### config.mk
export PLATFORM = sky130hd
export DESIGN_NAME = ext_mem_loader
export DESIGN_NICKNAME = d
export VERILOG_FILES = /design/src/rtl/ext_mem_loader.sv
export SDC_FILE = /design/constraint.sdc
export NUM_CORES = 1
export LEC_CHECK = 0
export ABC_CLOCK_PERIOD_IN_PS = 2000
export BUFFER_PORTS_ARGS = -buffer_cell sky130_fd_sc_hd__buf_2
export CORE_MARGIN = 1.5
export CORE_UTILIZATION = 44
export CTS_CLUSTER_DIAMETER = 100
export CTS_CLUSTER_SIZE = 24
export DETAILED_ROUTE_END_ITERATION = 6
export PLACE_DENSITY = 0.77
export RECOVER_POWER = 50
export SYNTH_ARGS = -nofsm -noshare
export SYNTH_HDL_FRONTEND = slang
export SYNTH_SLANG_ARGS = --single-unit
### constraint.sdc
create_clock -name clk -period 2 [get_ports clk]
set_input_delay 0 -clock clk [delete_from_list [all_inputs] [get_ports clk]]
set_output_delay 0 -clock clk [all_outputs]
set_load 0.05 [all_outputs]
### src/rtl/ext_mem_loader.sv
// External data-memory initiator: LOAD streams in_* words into memory, DUMP reads
// consecutive words back out on out_* through a one-entry output register.
module ext_mem_loader #(
   parameter int CNT_W = 16
) (
   input  logic             clk,
   input  logic             rst,
   input  logic             cmd_val,
   output logic             cmd_rdy,
   input  logic             cmd_op,
   input  logic [31:0]      cmd_base,
   input  logic [CNT_W-1:0] cmd_count,
   input  logic             in_val,
   output logic             in_rdy,
   input  logic [31:0]      in_data,
   output logic             out_val,
   input  logic             out_rdy,
   output logic [31:0]      out_data,
   output logic             ext_dmemreq_val,
   output logic             ext_dmemreq_type,
   output logic [31:0]      ext_dmemreq_addr,
   output logic [31:0]      ext_dmemreq_wdata,
   input  logic [31:0]      ext_dmemreq_rdata,
   output logic             busy,
   output logic             done
);

   typedef enum logic [1:0] {S_IDLE, S_LOAD, S_DUMP, S_FIN} state_t;

   state_t           state_q, state_d;
   logic [31:0]      addr_q, addr_d;
   logic [CNT_W-1:0] rem_q, rem_d;
   logic             out_val_q, out_val_d;
   logic [31:0]      out_data_q, out_data_d;
   logic             rd_issue;

   always_comb begin
      state_d           = state_q;
      addr_d            = addr_q;
      rem_d             = rem_q;
      out_val_d         = out_val_q;
      out_data_d        = out_data_q;
      rd_issue          = 1'b0;
      in_rdy            = 1'b0;
      ext_dmemreq_val   = 1'b0;
      ext_dmemreq_type  = 1'b0;
      ext_dmemreq_addr  = 32'h0;
      ext_dmemreq_wdata = 32'h0;
      case (state_q)
         S_IDLE: begin
            if (cmd_val) begin
               addr_d = cmd_base & 32'hFFFF_FFFC;
               rem_d  = cmd_count;
               if (cmd_count == '0)  state_d = S_FIN;
               else if (cmd_op)      state_d = S_DUMP;
               else                  state_d = S_LOAD;
            end
         end
         S_LOAD: begin
            in_rdy = 1'b1;
            if (in_val) begin
               ext_dmemreq_val   = 1'b1;
               ext_dmemreq_type  = 1'b1;
               ext_dmemreq_addr  = addr_q;
               ext_dmemreq_wdata = in_data;
               addr_d            = addr_q + 32'd4;
               rem_d             = rem_q - CNT_W'(1);
               if (rem_q == CNT_W'(1)) state_d = S_FIN;
            end
         end
         S_DUMP: begin
            // A read may refill the output register in the same cycle its word is taken.
            rd_issue = (rem_q != '0) && (!out_val_q || out_rdy);
            if (rd_issue) begin
               ext_dmemreq_val  = 1'b1;
               ext_dmemreq_addr = addr_q;
               out_data_d       = ext_dmemreq_rdata;
               out_val_d        = 1'b1;
               addr_d           = addr_q + 32'd4;
               rem_d            = rem_q - CNT_W'(1);
            end else if (out_val_q && out_rdy) begin
               out_val_d = 1'b0;
            end
            if ((rem_d == '0) && !out_val_d) state_d = S_FIN;
         end
         default: state_d = S_IDLE;
      endcase
   end

   always_ff @(posedge clk or posedge rst) begin
      if (rst) begin
         state_q    <= S_IDLE;
         addr_q     <= 32'h0;
         rem_q      <= '0;
         out_val_q  <= 1'b0;
         out_data_q <= 32'h0;
      end else begin
         state_q    <= state_d;
         addr_q     <= addr_d;
         rem_q      <= rem_d;
         out_val_q  <= out_val_d;
         out_data_q <= out_data_d;
      end
   end

   assign out_val  = out_val_q;
   assign out_data = out_data_q;
   assign cmd_rdy  = (state_q == S_IDLE) && !rst;
   assign busy     = (state_q == S_LOAD) || (state_q == S_DUMP);
   assign done     = (state_q == S_FIN);

endmodule

==> results of run 1 <==
routing by layer:
metal,global-route usage [%],vias to the layer above,part of all wire (%)
met2,57.4,465,49
met1,37.7,3107,37
met4,13.0,0,5.1
met5,0,-,0
met3,4.21,137,8.8
li1,-,2875,-
sequential cells by signal (all words and copies together), names as in the netlist:
register	cells
state_q	2
addr_q	30
rem_q	16
out_data	32
out_val	1
power by group through the flow:
stage,registers [mW],logic [mW],clock network (mW)
after CTS,3.36,13.2,1.93
after detailed placement,3.34,10.9,0
after global placement,3.28,10.7,0
after floorplan,4.36,6.47,0
final,3.53,14.9,1.94
after global routing,3.62,15.5,2.02
synthesized netlist by cell type (all sizes together) (13+ instances only):
cell,number
buf,19
nand2,30
o21ai,28
nand3,25
and3,43
nand4,15
inv,17
a21oi,45
dfrtp,81
clkbuf,24
and2,35
a2bb2oi,17
nor4,13
mux2,34
nor2,27
nor3,13
layout make-up:
cell class                 instances  area, sq um
clock inverter                     5          104
inverter                          17         70.1
clock buffer                      11          233
tap                              143          179
multi-input combinational        438         3680
antenna                            1         2.50
sequential                        81         2030
fill                             698         2310
timing repair buffer             382         2960
worst max path at each step:
stage | start | endpoint | slack [ns] | cells after the start
floorplan | state_q[1] | rem_q[8] | -0.1 | 8
global placement | rem_q[1] | rem_q[12] | -0.17 | 9
detailed placement | rem_q[1] | rem_q[12] | -0.18 | 9
CTS | rem_q[0] | ext_dmemreq_addr[30] | -0.17 | 9
global route | addr_q[4] | addr_q[29] | -0.27 | 5
finish | state_q[0] | ext_dmemreq_addr[30] | -0.15 | 8
worst register-to-register path: stages, from the launching register on:
cell and delay [ns]:
dfrtp_2 0.43, buf_6 0.13, inv_6 0.03, ha_4 0.15, nor2b_4 0.14, a2111oi_4 0.33, buf_4 0.18, o21ai_4 0.07
buf_6 0.13, buf_12 0.14, a21oi_2 0.13, a2bb2oi_2 0.18
through the flow:
step | cells | setup TNS [ns] | hold WS [ns] | area (sq um) | setup slack [ns]
finish | 1078 | -6.66 | 0.00477 | 9260 | -0.153
global route | 1077 | -12.16 | 0.00561 | 9260 | -0.269
CTS | 1070 | -6.31 | 0.00888 | 8820 | -0.168
detailed placement | 979 | -3.69 | 0.119 | 7180 | -0.176
global placement | 979 | -1.45 | 0.128 | 7180 | -0.171
floorplan | 579 | -0.572 | 0.123 | 5420 | -0.0955
cell families (layout without fill, tap and decap cells):
| kind of cell | Yosys count | after routing |
|---|---|---|
| AOI/OAI and AO/OA | 161 | 161 |
| xor gates and xnor gates | 1 | 1 |
| adders and majority gates | 7 | 7 |
| buffers and inverters | 60 | 415 |
| DFF | 81 | 81 |
| muxes | 35 | 35 |
| other | 1 | 3 |
| and+or+nand+nor | 232 | 232 |
cells in the final DEF (no fill, tap or decap), types with 7 or more instances in the layout:
master,count
a21oi_1,19
a21oi_2,18
a21oi_4,8
a2bb2oi_2,14
and2_4,32
and3_1,39
buf_12,9
buf_2,152
buf_4,72
buf_6,44
buf_8,7
clkbuf_1,35
clkbuf_16,12
dfrtp_1,79
dlygate4sd3_1,56
inv_1,12
mux2_2,31
nand2_1,27
nand3_1,23
nand4_1,14
nor2_1,20
nor3_1,9
o211ai_1,8
o21ai_0,15
o22ai_1,11
timing repair:
action	in CTS	in global routing
hold endpoints to repair	75	0
setup endpoints to repair	74	82
pin swaps	14	17
gates resized for setup	138	94
cloned	5	3
setup buffers	14	7
hold buffers	56	0
==> metrics.cfg, run 1 <==
[status]
violations = DRC, setup timing
status = finished with violations

[critical_path]
worst_setup_path_start_kind = register
r2r_end = addr_q[17]
crit_buf_inv = 4
reg2reg_slack_ns = -0.13
required_ns = 2.00
critPathKind = register to primary output
path_cells = ha_4, buf_4, buf_8, and2_4, o21a_4, buf_12, and2_4, buf_6
crit_family = buffers and inverters
worstReg2RegStart = state_q[0]
end_kind = primary output
max_stage_delay_ns = 0.45
cp_slowest_cell = dfrtp_2
worst-path-max-fanout = 33
crit_path_frequent_cell = and2_4
r2r_cells = 11
crit_arrival_ns = 2.15

[power_and_ir_drop]
combPwrFrac_pct = 73.1
pwr-share-seq_pct = 17.4
internal-power_mw = 10.2
p_leak_nw = 4.17
power_mw = 20.3
powerDensity_nw_per_um2 = 2200
ir_drop_mv = 2.10
netSwitchingFraction_pct = 49.8
clkPwrFrac_pct = 9.5
switchingPower_mw = 10.1

[synthesis]
muxShareOfSynthArea_pct = 7.45
ys_ff_latch = 81
synth_top_family_by_area = simple AND/OR/NAND/NOR gates
synth.top_cell.area_share_pct = 38.4
synth_edf_count = 0
yosysWarnings = 0
synth_compound_area_share_pct = 20.9
seq_area_frac_synth_pct = 38.4
async_flop_share_pct = 100
synth_area_sq_um = 5280
synth-xor-area-share_pct = 0.166
synth_area_leaders = dfrtp_1, mux2_2, and3_1
synthFlopType = dfrtp_1
synthAdderAreaFrac_pct = 1.66
synth.distinct_cells = 70
avgSynthCellArea_sq_um = 9.13
synth-simple-area-share_pct = 25.7
synthCells = 578
synth_top_area_cell = dfrtp_1

[timing]
relSlewSlack_pct = 20.7
slew_viol_final = 0
hold_violations = 0
tightestPinTransition_ns = 1.18
setup_slack_ns = -0.153
fmax_mhz = 464
finalSetupViolCount = 67
post-route-min-period_ns = 2.15
rsz0062_at_grt = yes
period_share_pct = 108
skew_ns = 0.0143

[clocking]
numCtsBuffers = 9
path_clk_slew_ns = 0.07
cts_buffer_depth = 2
cts_root_buf = clkbuf_16
cts_tree = done
clock-sinks = 81
clk_latency_ns = 0.35
htreeDepth = 3

[placed_design]
io_buffers = 216
dpl.hpwl_um = 13100
globalplace.congestion = 0.928

[global_route]
grt_max_degree = 65
grt_usage_pct = 31.6
grt_pass1_vias = 6406
grt_pass1_wl_um = 31900
gr-total-overflow = 0
antenna_found_initial = 0

[min_path]
whs_endpoint = rem_q[0]
min_path_cells = 3
min_path_type = primary input to register
worstHoldStart = cmd_count[0]

[floorplan]
die_h_um = 112
start_util_pct = 45.6
fp.dieW_um = 112
core_sq_um = 11600
rows = 39
io_pins = 221
dieArea_sq_um = 12700

[finish]
nNetsFinal = 1054
fin_util_pct = 80.0
drive_gt1_share_pct = 52.6
syn_to_final_growth_pct = 75.5

[routing]
vias = 6584
via_per_inst = 6.11
wl_um = 22300
first_iter_violations = 698
wl_per_cell_um = 20.7
remaining_drc_errors = 36
drt.antenna.violating_nets = 0
drtPass1Iterations = 7

[job]
maxCapViolations = 0

No activity file was read; power rests on OpenSTA's default activity.
==> run 2, diff against run 1 <==
- BUFFER_PORTS_ARGS: -buffer_cell sky130_fd_sc_hd__buf_2 -> -buffer_cell sky130_fd_sc_hd__clkbuf_2
- GPL_TIMING_DRIVEN: default -> 0
==> metrics.cfg, run 2 (same netlist as run 1, synthesis figures left out) <==
[status]
status = finished with violations  ; unchanged
violations = DRC, hold timing, setup timing  ; was DRC, setup timing

[routing]
via_per_inst = 6.16  ; was 6.11
wl_um = 21700  ; was 22,300 um
drtPass1Iterations = 7  ; unchanged
remaining_drc_errors = 17  ; was 36
wl_per_cell_um = 20.7  ; about the same
drt.antenna.violating_nets = 0  ; unchanged
first_iter_violations = 780  ; was 698
vias = 6457  ; was 6,584

[critical_path]
worstReg2RegStart = rem_q[1]  ; was state_q[0]
worst_setup_path_start_kind = register  ; unchanged
r2r_end = state_q[0]  ; was addr_q[17]
required_ns = 2.00  ; about the same
reg2reg_slack_ns = -0.27  ; was -0.13 ns
worst-path-max-fanout = 10  ; was 33
end_kind = primary output  ; unchanged
cp_slowest_cell = dfrtp_2  ; unchanged
cp-startpoint = rem_q[1]  ; was state_q[0]
crit_arrival_ns = 2.27  ; was 2.15 ns
critPathKind = register to primary output  ; unchanged
path_cells = inv_2, ha_4, nor4b_4, nand4_2, nor2b_4, o21a_4, buf_12, and2_4, clkbuf_8  ; was ha_4, buf_4, buf_8, and2_4, o21a_4, buf_12, and2_4, buf_6
r2r_cells = 8  ; was 11
max_stage_delay_ns = 0.44  ; was 0.45 ns

[min_path]
min_path_cells = 3  ; unchanged
whs_endpoint = addr_q[3]  ; was rem_q[0]
worstHoldStart = cmd_base[3]  ; was cmd_count[0]
min_path_type = primary input to register  ; unchanged

[timing]
relSlewSlack_pct = 33.6  ; was 20.7%
setup_slack_ns = -0.270  ; was -0.153 ns
slew_viol_final = 0  ; unchanged
fmax_mhz = 441  ; was 464 MHz
hold_violations = 1  ; was 0
finalSetupViolCount = 75  ; was 67
rsz0062_at_grt = yes  ; unchanged
post-route-min-period_ns = 2.27  ; was 2.15 ns
hold_slack_ns = -0.00604  ; was 0.00477 ns
tns_ns = -12.04  ; was -6.66 ns
tightestPinTransition_ns = 0.990  ; was 1.18 ns
skew_ns = 0.0115  ; was 0.0143 ns
period_share_pct = 113  ; was 108%

[placed_design]
dpl.hpwl_um = 13900  ; was 13,100 um
io_buffers = 216  ; unchanged
globalplace.congestion = 0.915  ; was 0.928
dpl_cell_area_sq_um = 6720  ; was 7180 sq um

[global_route]
gr-total-overflow = 0  ; unchanged
grt_usage_pct = 32.9  ; was 31.6%
grt_pass1_wl_um = 32900  ; was 31,900 um
grt_pass1_vias = 6472  ; was 6,406
grt_max_degree = 36  ; was 65
antenna_found_initial = 0  ; unchanged

[power_and_ir_drop]
pwr-share-seq_pct = 18.9  ; was 17.4%
netSwitchingFraction_pct = 52.2  ; was 49.8%
switchingPower_mw = 9.48  ; was 10.1 mW
power_mw = 18.2  ; was 20.3 mW
powerDensity_nw_per_um2 = 2080  ; was 2200 nW/um^2
internal-power_mw = 8.67  ; was 10.2 mW
p_leak_nw = 4.00  ; was 4.17 nW
ir_drop_mv = 1.04  ; was 2.10 mV
combPwrFrac_pct = 72.2  ; was 73.1%
clkPwrFrac_pct = 8.9  ; was 9.5%

[clocking]
clk_latency_ns = 0.34  ; was 0.35 ns
clock-sinks = 81  ; unchanged
cts_buffer_depth = 2  ; unchanged
numCtsBuffers = 9  ; unchanged
cts_root_buf = clkbuf_16  ; unchanged
cts_tree = done  ; unchanged
htreeDepth = 3  ; unchanged
path_clk_slew_ns = 0.07  ; about the same

[job]
maxCapViolations = 0  ; unchanged

[floorplan]
io_pins = 221  ; unchanged
start_util_pct = 45.6  ; unchanged
dieArea_sq_um = 12700  ; unchanged
rows = 39  ; unchanged
fp.dieW_um = 112  ; unchanged
core_sq_um = 11600  ; unchanged
die_h_um = 112  ; unchanged

[finish]
fillers = 775  ; was 698
seq_area_sq_um = 2030  ; about the same
nNetsFinal = 1025  ; was 1,054
final_common_cell = clkbuf_2  ; was buf_2
layout_common_cells = clkbuf_2, dfrtp_1, dlygate4sd3_1, buf_4, and3_1  ; was buf_2, dfrtp_1, buf_4, dlygate4sd3_1, buf_6
multiInputGateArea_sq_um = 3400  ; was 3680 sq um
fin_util_pct = 75.5  ; was 80.0%
diodes = 0  ; was 1
finalInstanceArea_sq_um = 8730  ; was 9260 sq um
drive_gt1_share_pct = 48.1  ; was 52.6%
largest_reg_flops = 32  ; unchanged
syn_to_final_growth_pct = 65.4  ; was 75.5%

-- run 2: layout make-up --
class | count | share of cell area [%]
Multi-Input combinational cell | 438 | 38.9
Clock buffer | 12 | 3.05
Inverter | 17 | 0.774
Clock inverter | 4 | 0.272
Tap cell | 143 | 2.05
Buffer | 42 | 4.03
Sequential cell | 81 | 23.3
Timing Repair Buffer | 311 | 27.6
-- run 2: power by group through the flow --
stage	combinational, mW	clock (mW)	sequential, mW
2_1_floorplan	6.47	0	4.36
3_3_place_gp	9.81	0	3.31
3_5_place_dp	10.0	0	3.35
4_1_cts	11.8	1.64	3.35
5_1_grt	13.7	1.70	3.54
6_report	13.1	1.61	3.44
-- run 2: layer usage --
layer	routed length [um]	share of wire [%]	vias to the layer above	track usage [%]
met4	1180	5.4	0	17.6
met5	0	0	-	0
met2	10400	48	522	56.6
li1	-	-	2819	-
met3	2350	11	114	8.05
met1	7780	36	3002	37.8
-- run 2: critical path, delay by kind of cell, from the launching register on --
kind | cells | cell delay, ns
simple gates | 4 | 0.67
fa+ha+maj | 1 | 0.14
buf+inv | 3 | 0.42
flops | 1 | 0.44
compound gates | 1 | 0.25
-- run 2: worst max-delay path by stage --
stage | endpoint | slack (ns)
CTS | ext_dmemreq_addr[9] | -0.24
floorplan | rem_q[8] | -0.1
detailed placement | addr_q[24] | -0.58
global route | ext_dmemreq_addr[28] | -0.34
finish | ext_dmemreq_addr[28] | -0.27
global placement | addr_q[24] | -0.58
-- run 2: timing repair --
item | in CTS | in global routing
pin swaps | 15 | 6
cloned | 4 | 2
setup buffers | 27 | 3
hold buffers | 57 | 0
endpoints found under the setup margin | 143 | 115
hold endpoints to repair | 75 | 0
gates resized for setup | 148 | 161
-- run 2: through the flow --
stage | instances | setup slack [ns]
floorplan | 579 | -0.0955
CTS | 1043 | -0.244
detailed placement | 940 | -0.579
finish | 1048 | -0.270
global placement | 938 | -0.585
global route | 1048 | -0.337
